--- src/rtl/alu_seq_if.sv ---
// Operation/result handshake bundle for alu_seq: operands and opcode in, registered result and flags out.
interface alu_seq_if #(
    parameter int N_BITS = 8,
    parameter int N_OP   = 6
);
    logic              i_valid;
    logic              o_ready;
    logic [N_BITS-1:0] i_a;
    logic [N_BITS-1:0] i_b;
    logic [N_OP-1:0]   i_op;
    logic              o_valid;
    logic              i_ready;
    logic [N_BITS-1:0] o_result;
    logic [3:0]        o_flags;

    modport slave (
        input  i_valid, i_a, i_b, i_op, i_ready,
        output o_ready, o_valid, o_result, o_flags
    );

    modport master (
        output i_valid, i_a, i_b, i_op, i_ready,
        input  o_ready, o_valid, o_result, o_flags
    );
endinterface

--- src/rtl/alu_seq.sv ---
// Sequential ALU with valid/ready handshake; flags are {err, ovf, carry, zero}.
// Define ALU_SEQ_MUL_EN to add the iterative signed multiply (opcode 011000).
module alu_seq #(
    parameter int N_BITS = 8,
    parameter int N_OP   = 6
) (
    input logic       clk,
    input logic       rst_n,
    alu_seq_if.slave  bus
);
    localparam int MSB = N_BITS - 1;
    localparam logic [N_OP-1:0] OP_ADD = N_OP'(6'b100000);
    localparam logic [N_OP-1:0] OP_SUB = N_OP'(6'b100010);
    localparam logic [N_OP-1:0] OP_AND = N_OP'(6'b100100);
    localparam logic [N_OP-1:0] OP_OR  = N_OP'(6'b100101);
    localparam logic [N_OP-1:0] OP_XOR = N_OP'(6'b100110);
    localparam logic [N_OP-1:0] OP_NOR = N_OP'(6'b100111);
    localparam logic [N_OP-1:0] OP_SRL = N_OP'(6'b000010);
    localparam logic [N_OP-1:0] OP_SRA = N_OP'(6'b000011);
    localparam logic [N_OP-1:0] OP_SLL = N_OP'(6'b000000);
    localparam logic [N_OP-1:0] OP_SLT = N_OP'(6'b101010);

`ifdef ALU_SEQ_MUL_EN
    localparam logic [N_OP-1:0] OP_MUL = N_OP'(6'b011000);
    localparam int CW = $clog2(N_BITS);
    typedef enum logic { ST_IDLE = 1'b0, ST_BUSY = 1'b1 } state_t;
`else
    typedef enum logic { ST_IDLE = 1'b0 } state_t;
`endif

    state_t            state_r;
    logic              valid_r;
    logic [N_BITS-1:0] result_r;
    logic [3:0]        flags_r;

    logic [N_BITS-1:0] res_s;
    logic              ovf_s;
    logic              carry_s;
    logic              err_s;
    logic [N_BITS:0]   sum_s;
    logic [N_BITS:0]   diff_s;
    logic [31:0]       amt_s;

`ifdef ALU_SEQ_MUL_EN
    logic [2*N_BITS-1:0] acc_r;
    logic [2*N_BITS-1:0] mcand_r;
    logic [N_BITS-1:0]   mplier_r;
    logic [CW-1:0]       cnt_r;
    logic [2*N_BITS-1:0] acc_next_s;
    logic                mul_last_s;
    logic                mul_ovf_s;

    // Shift-add step; the multiplier sign bit carries weight -2^(N-1), so the last step subtracts.
    always_comb begin
        mul_last_s = (cnt_r == CW'(N_BITS - 1));
        acc_next_s = acc_r;
        if (mplier_r[0]) begin
            if (mul_last_s) begin
                acc_next_s = acc_r - mcand_r;
            end else begin
                acc_next_s = acc_r + mcand_r;
            end
        end else begin
            acc_next_s = acc_r;
        end
        mul_ovf_s = !((&acc_next_s[2*N_BITS-1:MSB]) || !(|acc_next_s[2*N_BITS-1:MSB]));
    end
`endif

    // Single-cycle datapath: result and flag terms for the presented opcode.
    always_comb begin
        res_s   = {N_BITS{1'b0}};
        ovf_s   = 1'b0;
        carry_s = 1'b0;
        err_s   = 1'b0;
        sum_s   = {1'b0, bus.i_a} + {1'b0, bus.i_b};
        diff_s  = {1'b0, bus.i_a} - {1'b0, bus.i_b};
        amt_s   = 32'(bus.i_b);
        case (bus.i_op)
            OP_ADD: begin
                res_s   = sum_s[MSB:0];
                carry_s = sum_s[N_BITS];
                ovf_s   = (bus.i_a[MSB] == bus.i_b[MSB]) && (sum_s[MSB] != bus.i_a[MSB]);
            end
            OP_SUB: begin
                res_s   = diff_s[MSB:0];
                carry_s = diff_s[N_BITS];
                ovf_s   = (bus.i_a[MSB] != bus.i_b[MSB]) && (diff_s[MSB] != bus.i_a[MSB]);
            end
            OP_AND: res_s = bus.i_a & bus.i_b;
            OP_OR:  res_s = bus.i_a | bus.i_b;
            OP_XOR: res_s = bus.i_a ^ bus.i_b;
            OP_NOR: res_s = ~(bus.i_a | bus.i_b);
            OP_SRL: begin
                if (amt_s >= 32'(N_BITS)) res_s = {N_BITS{1'b0}};
                else                      res_s = bus.i_a >> amt_s;
            end
            OP_SLL: begin
                if (amt_s >= 32'(N_BITS)) res_s = {N_BITS{1'b0}};
                else                      res_s = bus.i_a << amt_s;
            end
            OP_SRA: begin
                if (amt_s >= 32'(N_BITS)) res_s = {N_BITS{bus.i_a[MSB]}};
                else                      res_s = $signed(bus.i_a) >>> amt_s;
            end
            OP_SLT: res_s = {{(N_BITS-1){1'b0}}, ($signed(bus.i_a) < $signed(bus.i_b))};
`ifdef ALU_SEQ_MUL_EN
            OP_MUL: res_s = {N_BITS{1'b0}};
`endif
            default: err_s = 1'b1;
        endcase
    end

    assign bus.o_ready  = (state_r == ST_IDLE) && (!valid_r || bus.i_ready);
    assign bus.o_valid  = valid_r;
    assign bus.o_result = result_r;
    assign bus.o_flags  = flags_r;

    // Control FSM and output registers; a consumed result clears valid unless replaced on the same edge.
    always_ff @(posedge clk or negedge rst_n) begin
        if (!rst_n) begin
            state_r  <= ST_IDLE;
            valid_r  <= 1'b0;
            result_r <= {N_BITS{1'b0}};
            flags_r  <= 4'b0000;
`ifdef ALU_SEQ_MUL_EN
            acc_r    <= {(2*N_BITS){1'b0}};
            mcand_r  <= {(2*N_BITS){1'b0}};
            mplier_r <= {N_BITS{1'b0}};
            cnt_r    <= {CW{1'b0}};
`endif
        end else begin
            if (valid_r && bus.i_ready) begin
                valid_r <= 1'b0;
            end else begin
                valid_r <= valid_r;
            end
            case (state_r)
                ST_IDLE: begin
                    if (bus.i_valid && bus.o_ready) begin
`ifdef ALU_SEQ_MUL_EN
                        if (bus.i_op == OP_MUL) begin
                            state_r  <= ST_BUSY;
                            acc_r    <= {(2*N_BITS){1'b0}};
                            mcand_r  <= {{N_BITS{bus.i_a[MSB]}}, bus.i_a};
                            mplier_r <= bus.i_b;
                            cnt_r    <= {CW{1'b0}};
                        end else begin
                            valid_r  <= 1'b1;
                            result_r <= res_s;
                            flags_r  <= {err_s, ovf_s, carry_s, (res_s == {N_BITS{1'b0}})};
                        end
`else
                        valid_r  <= 1'b1;
                        result_r <= res_s;
                        flags_r  <= {err_s, ovf_s, carry_s, (res_s == {N_BITS{1'b0}})};
`endif
                    end else begin
                        state_r <= ST_IDLE;
                    end
                end
`ifdef ALU_SEQ_MUL_EN
                ST_BUSY: begin
                    acc_r    <= acc_next_s;
                    mcand_r  <= {mcand_r[2*N_BITS-2:0], 1'b0};
                    mplier_r <= {1'b0, mplier_r[MSB:1]};
                    cnt_r    <= cnt_r + CW'(1);
                    if (mul_last_s) begin
                        state_r  <= ST_IDLE;
                        cnt_r    <= {CW{1'b0}};
                        valid_r  <= 1'b1;
                        result_r <= acc_next_s[MSB:0];
                        flags_r  <= {1'b0, mul_ovf_s, 1'b0, (acc_next_s[MSB:0] == {N_BITS{1'b0}})};
                    end else begin
                        state_r <= ST_BUSY;
                    end
                end
`endif
                default: state_r <= ST_IDLE;
            endcase
        end
    end
endmodule

--- src/flat_wrapper.sv ---
// flat-port wrapper written by rule: the top's interface ports become plain ports
module alu_seq_flat 
#(
    parameter int N_BITS = 8,
    parameter int N_OP   = 6
)
  (clk, rst_n, bus_i_valid, bus_i_a, bus_i_b, bus_i_op, bus_i_ready, bus_o_ready, bus_o_valid, bus_o_result, bus_o_flags);
  alu_seq_if #(.N_BITS(N_BITS), .N_OP(N_OP)) bus_i ();
  input logic clk;
  input logic rst_n;
  input wire logic [$bits(bus_i.i_valid)-1:0] bus_i_valid;
  input wire logic [$bits(bus_i.i_a)-1:0] bus_i_a;
  input wire logic [$bits(bus_i.i_b)-1:0] bus_i_b;
  input wire logic [$bits(bus_i.i_op)-1:0] bus_i_op;
  input wire logic [$bits(bus_i.i_ready)-1:0] bus_i_ready;
  output wire logic [$bits(bus_i.o_ready)-1:0] bus_o_ready;
  output wire logic [$bits(bus_i.o_valid)-1:0] bus_o_valid;
  output wire logic [$bits(bus_i.o_result)-1:0] bus_o_result;
  output wire logic [$bits(bus_i.o_flags)-1:0] bus_o_flags;
  assign bus_i.i_valid = bus_i_valid;
  assign bus_i.i_a = bus_i_a;
  assign bus_i.i_b = bus_i_b;
  assign bus_i.i_op = bus_i_op;
  assign bus_i.i_ready = bus_i_ready;
  assign bus_o_ready = bus_i.o_ready;
  assign bus_o_valid = bus_i.o_valid;
  assign bus_o_result = bus_i.o_result;
  assign bus_o_flags = bus_i.o_flags;
  alu_seq #(.N_BITS(N_BITS), .N_OP(N_OP)) u_core (.clk(clk), .rst_n(rst_n), .bus(bus_i));
endmodule
--- config.mk ---
export PLATFORM = sky130hd
export DESIGN_NAME = alu_seq_flat
export DESIGN_NICKNAME = d
export VERILOG_FILES = /design/src/rtl/alu_seq_if.sv /design/src/rtl/alu_seq.sv /design/src/flat_wrapper.sv
export SDC_FILE = /design/constraint.sdc
export NUM_CORES = 1
export LEC_CHECK = 0
export CAP_MARGIN = 10
export CORE_ASPECT_RATIO = 0.75
export CORE_MARGIN = 5
export CORE_UTILIZATION = 25
export CTS_BUF_LIST = sky130_fd_sc_hd__clkbuf_16
export DETAILED_ROUTE_END_ITERATION = 8
export HOLD_SLACK_MARGIN = 0.06
export MAX_ROUTING_LAYER = met4
export REMOVE_ABC_BUFFERS = 1
export SLEW_MARGIN = 20
export SYNTH_ARGS = -nofsm -noshare
export SYNTH_HDL_FRONTEND = slang
export SYNTH_SLANG_ARGS = --single-unit
--- constraint.sdc ---
create_clock -name clk -period 2.3 [get_ports clk]
set_input_delay 0.345 -clock clk [delete_from_list [all_inputs] [get_ports clk]]
set_output_delay 0.345 -clock clk [all_outputs]
set_load 0.02 [all_outputs]
==> results_dict.tcl, run 1 <==
set metrics [dict create \
    status "finished clean" \
    htreeDepth 1 \
    cts_tree "done" \
    endpoint_kind "flop" \
    row_count 32 \
    routed_wl_mm 11.5 \
    ys_ff_latch 13 \
    nNetsFinal 560 \
    ff2ff_setup_slack_ns 0.69 \
    num_vias 3461 \
    ys_async_sr_fraction_pct 100 \
    cts_hold_buf 0 \
    worst_clock_skew_ns 0.00119 \
    synth_flop_cell "dfrtp_1" \
    multi_input_area_sq_um 2540 \
    slew_headroom_pct 57.6 \
    fin_crit_sh_pct 98.5 \
    drtIter0Drc 260 \
    syn-cell-area_sq_um 2700 \
    ys.warnings.count 0 \
    ir_drop_v 0.000210 \
    die_area_sq_um 13000 \
    crit_family "compound AO/OA/AOI/OAI gates" \
    critPathBufInv 2 \
    worstPathRequired_ns 2.44 \
    hold_viol 0 \
    grt_use_total_pct 17.2 \
    dpl.cell_count 620 \
    rsz0062_at_grt "yes" \
    cpMaxStageDelayCell "mux4_2" \
    r2r_end "u_core.bus.o_flags[0]" \
    ys_seq_area_share_pct 12.1 \
    hold_path_class "reg2reg" \
    setup.worst_path.start_class "input port" \
    power.density_nw_per_um2 311 \
    cts_buffers 3 \
    timing.fmax_ghz 0.441 \
    fillerInstances 1060 \
    layout_min_cycle_time_ns 2.27 \
    final-seq-area_sq_um 325 \
    tightest_slew_ns 0.634 \
    syn_to_final_growth_pct 74.1 \
    cp.arrival_ns 2.41 \
    finalPower_mw 1.46 \
    cp_max_fo 4 \
    die_y_microns 99.9 \
    grt_overflow 0 \
    path_class "in2reg" \
    core_sq_um 10400 \
    syn_inst 349 \
    whs_ns 0.484 \
    cts.clk_slew.worst_paths_ns 0.04 \
    min-delay-start "u_core.bus.o_result[2]" \
    antenna_found_initial 0 \
    place_area_sq_um 4050 \
    whs_path_depth 2 \
    root_buffer "clkbuf_16" \
    grt_max_degree 25 \
    port-buffer-count 39 \
    ioPinCount 40 \
    slew_viol_final 0 \
    synth.distinct_cells 72 \
    final_cell_mix "buf_4 (125), nand2_1 (26), nor2_1 (20)" \
    worstSkewPairLatency_ns 0.24 \
    final_common_cell "buf_4" \
    setup_viol 0 \
    clock-sinks 13 \
    final_area_sq_um 4690 \
    drive_gt1_share_pct 48.1 \
    grt_pass1_vias 3298 \
    clockBufferDepth 2 \
    synth_edf_count 0 \
    grt_pass1_wl_mm 17.3 \
    wl_per_cell_microns 17.8 \
    drt_first_pass_iters 5 \
    antenna_left 0 \
    maxCapViolCount 0 \
    antenna_cells 0 \
    r2r-start "u_core.bus.o_valid" \
    p_leak_nw 2.08 \
    drc_errors 0 \
    hold_end "u_core.bus.o_result[2]" \
    fp.dieW_microns 130 \
    initial_core_util_pct 25.9 \
    gp_congestion 0.979 \
    crit_chain "dlygate4sd2_1 > buf_4 > mux4_2 > nor2b_1 > or4b_4 > o211ai_1 > a211oi_2 > nand4_1 > o31ai_1" \
    syn-mean-instance-area_sq_um 7.72 \
    slowest_delay_ns 0.48 \
    viasPerCell 5.38 \
    hpwlAfterDp_mm 9.01 \
    r2r_cells 7 \
    fin_cells 643 \
]
cell usage after synthesis, types with 6 or more instances:
cell | instances | area [sq um]
a21oi_1 | 18 | 90.1
a31oi_1 | 6 | 37.5
buf_2 | 10 | 50.1
clkbuf_1 | 6 | 22.5
dfrtp_1 | 13 | 325
ha_1 | 24 | 300
inv_1 | 26 | 97.6
mux2_2 | 6 | 67.6
mux2i_1 | 13 | 130
nand2_1 | 27 | 101
nand2b_1 | 7 | 43.8
nand3_1 | 10 | 50.1
nand4_1 | 6 | 37.5
nor2_1 | 23 | 86.3
nor2b_1 | 9 | 56.3
nor3_1 | 17 | 85.1
o211ai_1 | 11 | 82.6
o21ai_0 | 15 | 75.1
o21ai_1 | 7 | 35.0
logic make-up (layout without fill, tap and decap cells):
family | Yosys count | in the layout | synth area share (%)
mux | 25 | 25 | 11.9
fa+ha+maj | 26 | 26 | 12.6
compound gates | 105 | 105 | 27.3
buf+inv | 48 | 206 | 8.12
flops | 13 | 13 | 12.1
simple gates | 129 | 129 | 27.0
xor+xnor | 3 | 3 | 0.975
flip-flops by register name (all words and copies together) (netlist names):
name,cells
u_core.bus.o_result,8
u_core.bus.o_flags,4
u_core.bus.o_valid,1
tightest hold or removal path: cells and delay by family, from the launching register on:
| kind | cells | cell delay, ns |
|---|---|---|
| DFF | 1 | 0.33 |
| AOI/OAI and AO/OA | 1 | 0.07 |
| and+or+nand+nor | 1 | 0.05 |
power by group:
| group | total [mW] | internal, mW | switching (mW) |
|---|---|---|---|
| combinational | 0.871 | 0.438 | 0.433 |
| sequential | 0.271 | 0.256 | 0.0151 |
| clock | 0.318 | 0.229 | 0.0895 |
| total | 1.46 | 0.922 | 0.538 |
how the worst max path moves through the flow:
stage / startpoint / end / slack, ns / cells past startpoint
final: bus_i_a[7] / u_core.bus.o_flags[0] / 0.03 / 9
after detailed placement: bus_i_b[1] / u_core.bus.o_flags[0] / -0.69 / 10
after global routing: bus_i_b[0] / u_core.bus.o_flags[0] / -0.04 / 11
after CTS: bus_i_op[0] / u_core.bus.o_flags[0] / -0.05 / 10
after floorplan: bus_i_b[7] / u_core.bus.o_flags[0] / -0.01 / 7
after global placement: bus_i_b[0] / u_core.bus.o_result[6] / -0.67 / 11
through the flow:
step           worst slack [ns]  util (%)  TNS [ns]
2_1_floorplan           -0.0106         -   -0.0106
3_3_place_gp             -0.667      38.9     -5.51
3_5_place_dp             -0.695      38.9     -5.66
4_1_cts                 -0.0478      42.4   -0.0934
5_1_grt                 -0.0443      45.1   -0.0808
6_report                 0.0340      45.1         0
metal layers:
| metal | global-route usage, % | up-vias | wire length, microns | part of all wire (%) |
|---|---|---|---|---|
| met5 | - | - | 0 | 0 |
| met4 | 1.60 | 0 | 129 | 1.1 |
| met3 | 2.18 | 12 | 742 | 6.5 |
| met2 | 25.8 | 137 | 5100 | 45 |
| met1 | 25.6 | 1683 | 5480 | 48 |
| li1 | - | 1629 | - | - |
what timing repair did:
item                                    4_1_cts  5_1_grt
endpoints found under the setup margin       11       10
gates cloned                                  0        1
endpoints found under the hold margin         0        0
pin swaps                                    27       31
buffers inserted                              2       17
resized for setup                            82       62
cell type report:
| cell class | count | area share [%] |
|---|---|---|
| flip-flops and latches | 13 | 6.93 |
| inverters | 26 | 2.08 |
| well taps | 136 | 3.63 |
| clock inverters | 1 | 0.0800 |
| multi-input cells | 288 | 54.1 |
| clock buffers | 3 | 1.60 |
| repair buffers | 176 | 31.6 |
Power figures use the tool's default switching activity.
==> inputs of run 2 (changes only) <==
--- a/config.mk
+++ b/config.mk
@@ -14,6 +14,7 @@
 export HOLD_SLACK_MARGIN = 0.06
 export MAX_ROUTING_LAYER = met4
 export REMOVE_ABC_BUFFERS = 1
+export SETUP_SLACK_MARGIN = 0.2
 export SLEW_MARGIN = 20
 export SYNTH_ARGS = -nofsm -noshare
 export SYNTH_HDL_FRONTEND = slang
==> run 2 against run 1 <==
Effect of this change:
- maximum frequency is 3.4% higher
- non-clock buffer count is 9 higher
- worst setup slack better by 0.074 ns
- clock power hardly changed
- sequential share of layout area is 0.35 points lower
- critical endpoint unchanged
==> results_dict.tcl, run 2 (synthesis gave the netlist of run 1 again) <==
set metrics [dict create \
    whs_ns 0.466 \
    grt_pass1_vias 3505 \
    hold_path_class "in2reg" \
    cp_max_fo 5 \
    dpl_worst_slack_ns -0.695 \
    multi_input_area_sq_um 2640 \
    grt_pass1_wl_mm 18.4 \
    setup_viol 0 \
    die_y_microns 99.9 \
    maxCapViolCount 0 \
    ir_drop_v 0.000209 \
    viasPerCell 5.34 \
    grt_use_total_pct 18.3 \
    path_class "in2reg" \
    nNetsFinal 569 \
    setup.worst_path.start_class "input port" \
    clockBufferDepth 2 \
    ioPinCount 40 \
    fin_util_pct 47.5 \
    routed_wl_mm 11.7 \
    fp.dieW_microns 130 \
    fin_cells 653 \
    dpl.cell_count 620 \
    timing.fmax_ghz 0.456 \
    tightest_slew_ns 0.624 \
    drt_first_pass_iters 5 \
    r2r-start "u_core.bus.o_valid" \
    cts_tree "done" \
    slew_viol_final 0 \
    cp.arrival_ns 2.33 \
    row_count 32 \
    clock-sinks 13 \
    layout_min_cycle_time_ns 2.19 \
    worstPathRequired_ns 2.44 \
    num_vias 3490 \
    largest_reg_flops 8 \
    r2r_end "u_core.bus.o_flags[0]" \
    initial_core_util_pct 25.9 \
    slew_headroom_pct 58.2 \
    hold_viol 0 \
    endpoint_kind "flop" \
    power.density_nw_per_um2 308 \
    antenna_left 0 \
    core_sq_um 10400 \
    syn_to_final_growth_pct 83.3 \
    rsz0062_at_grt "yes" \
    antenna_found_initial 1 \
    htreeDepth 1 \
    die_area_sq_um 13000 \
    cts_buffers 3 \
    status "finished clean" \
    ff2ff_setup_slack_ns 0.59 \
    wl_per_cell_microns 18.0 \
    final-seq-area_sq_um 325 \
    grt_max_degree 25 \
    port-buffer-count 39 \
    whs_path_depth 3 \
    drive_gt1_share_pct 53.5 \
    drc_errors 0 \
    grt_overflow 0 \
    finalPower_mw 1.52 \
    root_buffer "clkbuf_16" \
    drtIter0Drc 192 \
    hold_end "u_core.bus.o_flags[3]" \
    final_common_cell "buf_4" \
    hpwlAfterDp_mm 9.01 \
    gp_congestion 0.979 \
    worstSkewPairLatency_ns 0.24 \
    cts_hold_buf 0 \
    fin_crit_sh_pct 95.3 \
    min-delay-start "bus_i_op[4]" \
    setup_slack_ns 0.108 \
    final_cell_mix "buf_4 (118), nand2_1 (25), buf_6 (24)" \
    fillerInstances 1006 \
    worst_clock_skew_ns 0.00228 \
    cts.clk_slew.worst_paths_ns 0.04 \
    r2r_cells 7 \
    p_leak_nw 2.16 \
]
==> run 2: cell types whose count changed in the layout (fill, tap and decap cells not counted), sizes merged <==
| cell | before | now |
|---|---|---|
| buf | 137 | 161 |
| bufbuf | 0 | 1 |
| clkbuf | 10 | 3 |
| clkdlybuf4s15 | 3 | 4 |
| diode | 0 | 1 |
| dlygate4sd2 | 7 | 2 |
| dlymetal6s2s | 5 | 0 |
==> run 2: worst max path at each step <==
| stage | from | to | depth (start not counted) |
|---|---|---|---|
| final | bus_i_a[5] | u_core.bus.o_flags[0] | 9 |
| after global routing | bus_i_a[5] | u_core.bus.o_flags[0] | 9 |
| after CTS | bus_i_b[3] | u_core.bus.o_result[7] | 13 |
| after detailed placement | bus_i_b[1] | u_core.bus.o_flags[0] | 10 |
| after global placement | bus_i_b[0] | u_core.bus.o_result[6] | 11 |
| after floorplan | bus_i_b[7] | u_core.bus.o_flags[0] | 7 |
==> run 2: worst max-delay path, stage by stage <==
cell       delay (ns)
buf_4            0.13
bufbuf_16        0.27
buf_4            0.14
mux4_2           0.47
a21oi_1          0.19
a21oi_2          0.08
nor3_2           0.29
nand4_1          0.18
o31ai_1          0.24
==> run 2: metrics by stage <==
step | area [sq um] | TNS, ns
2_1_floorplan | 2570 | -0.0106
3_3_place_gp | 4050 | -5.51
3_5_place_dp | 4050 | -5.66
4_1_cts | 4860 | 0
5_1_grt | 4940 | 0
6_report | 4940 | 0
==> run 2: cell type report <==
| cell class | instances | share of cell area, % |
|---|---|---|
| Tap cell | 136 | 3.44 |
| Sequential cell | 13 | 6.59 |
| Clock inverter | 1 | 0.0760 |
| Multi-Input combinational cell | 288 | 53.5 |
| Antenna cell | 1 | 0.0507 |
| Inverter | 26 | 2.13 |
| Timing Repair Buffer | 185 | 32.7 |
| Clock buffer | 3 | 1.52 |
==> run 2: layer usage <==
layer  global-route usage [%]  vias to the layer above  routed length (microns)
met1                     25.8                     1713                     5550
li1                         -                     1648                        -
met3                     3.03                       15                      748
met4                     2.00                        0                       97
met5                        -                        -                        0
met2                     28.6                      114                     5350
==> run 2: where the power goes <==
group	switching, mW	internal [mW]
logic	0.456	0.476
clock network	0.0899	0.229
registers	0.0151	0.255
total	0.561	0.960
==> run 2: what timing repair did <==
item / in CTS / in global routing
setup endpoints to repair: 11 / 10
gates cloned: 1 / 0
pin swaps: 54 / 16
endpoints found under the hold margin: 0 / 0
resized for setup: 209 / 16
setup buffers: 26 / 1
==> inputs of run 3 (changes only) <==
--- a/config.mk
+++ b/config.mk
@@ -10,6 +10,7 @@
 export CORE_MARGIN = 5
 export CORE_UTILIZATION = 25
 export CTS_BUF_LIST = sky130_fd_sc_hd__clkbuf_16
+export CTS_CLUSTER_DIAMETER = 200
 export DETAILED_ROUTE_END_ITERATION = 8
 export HOLD_SLACK_MARGIN = 0.06
 export MAX_ROUTING_LAYER = met4
==> results of run 3 <==
No change in the layout: final DEF, timing and power equal those of run 2.
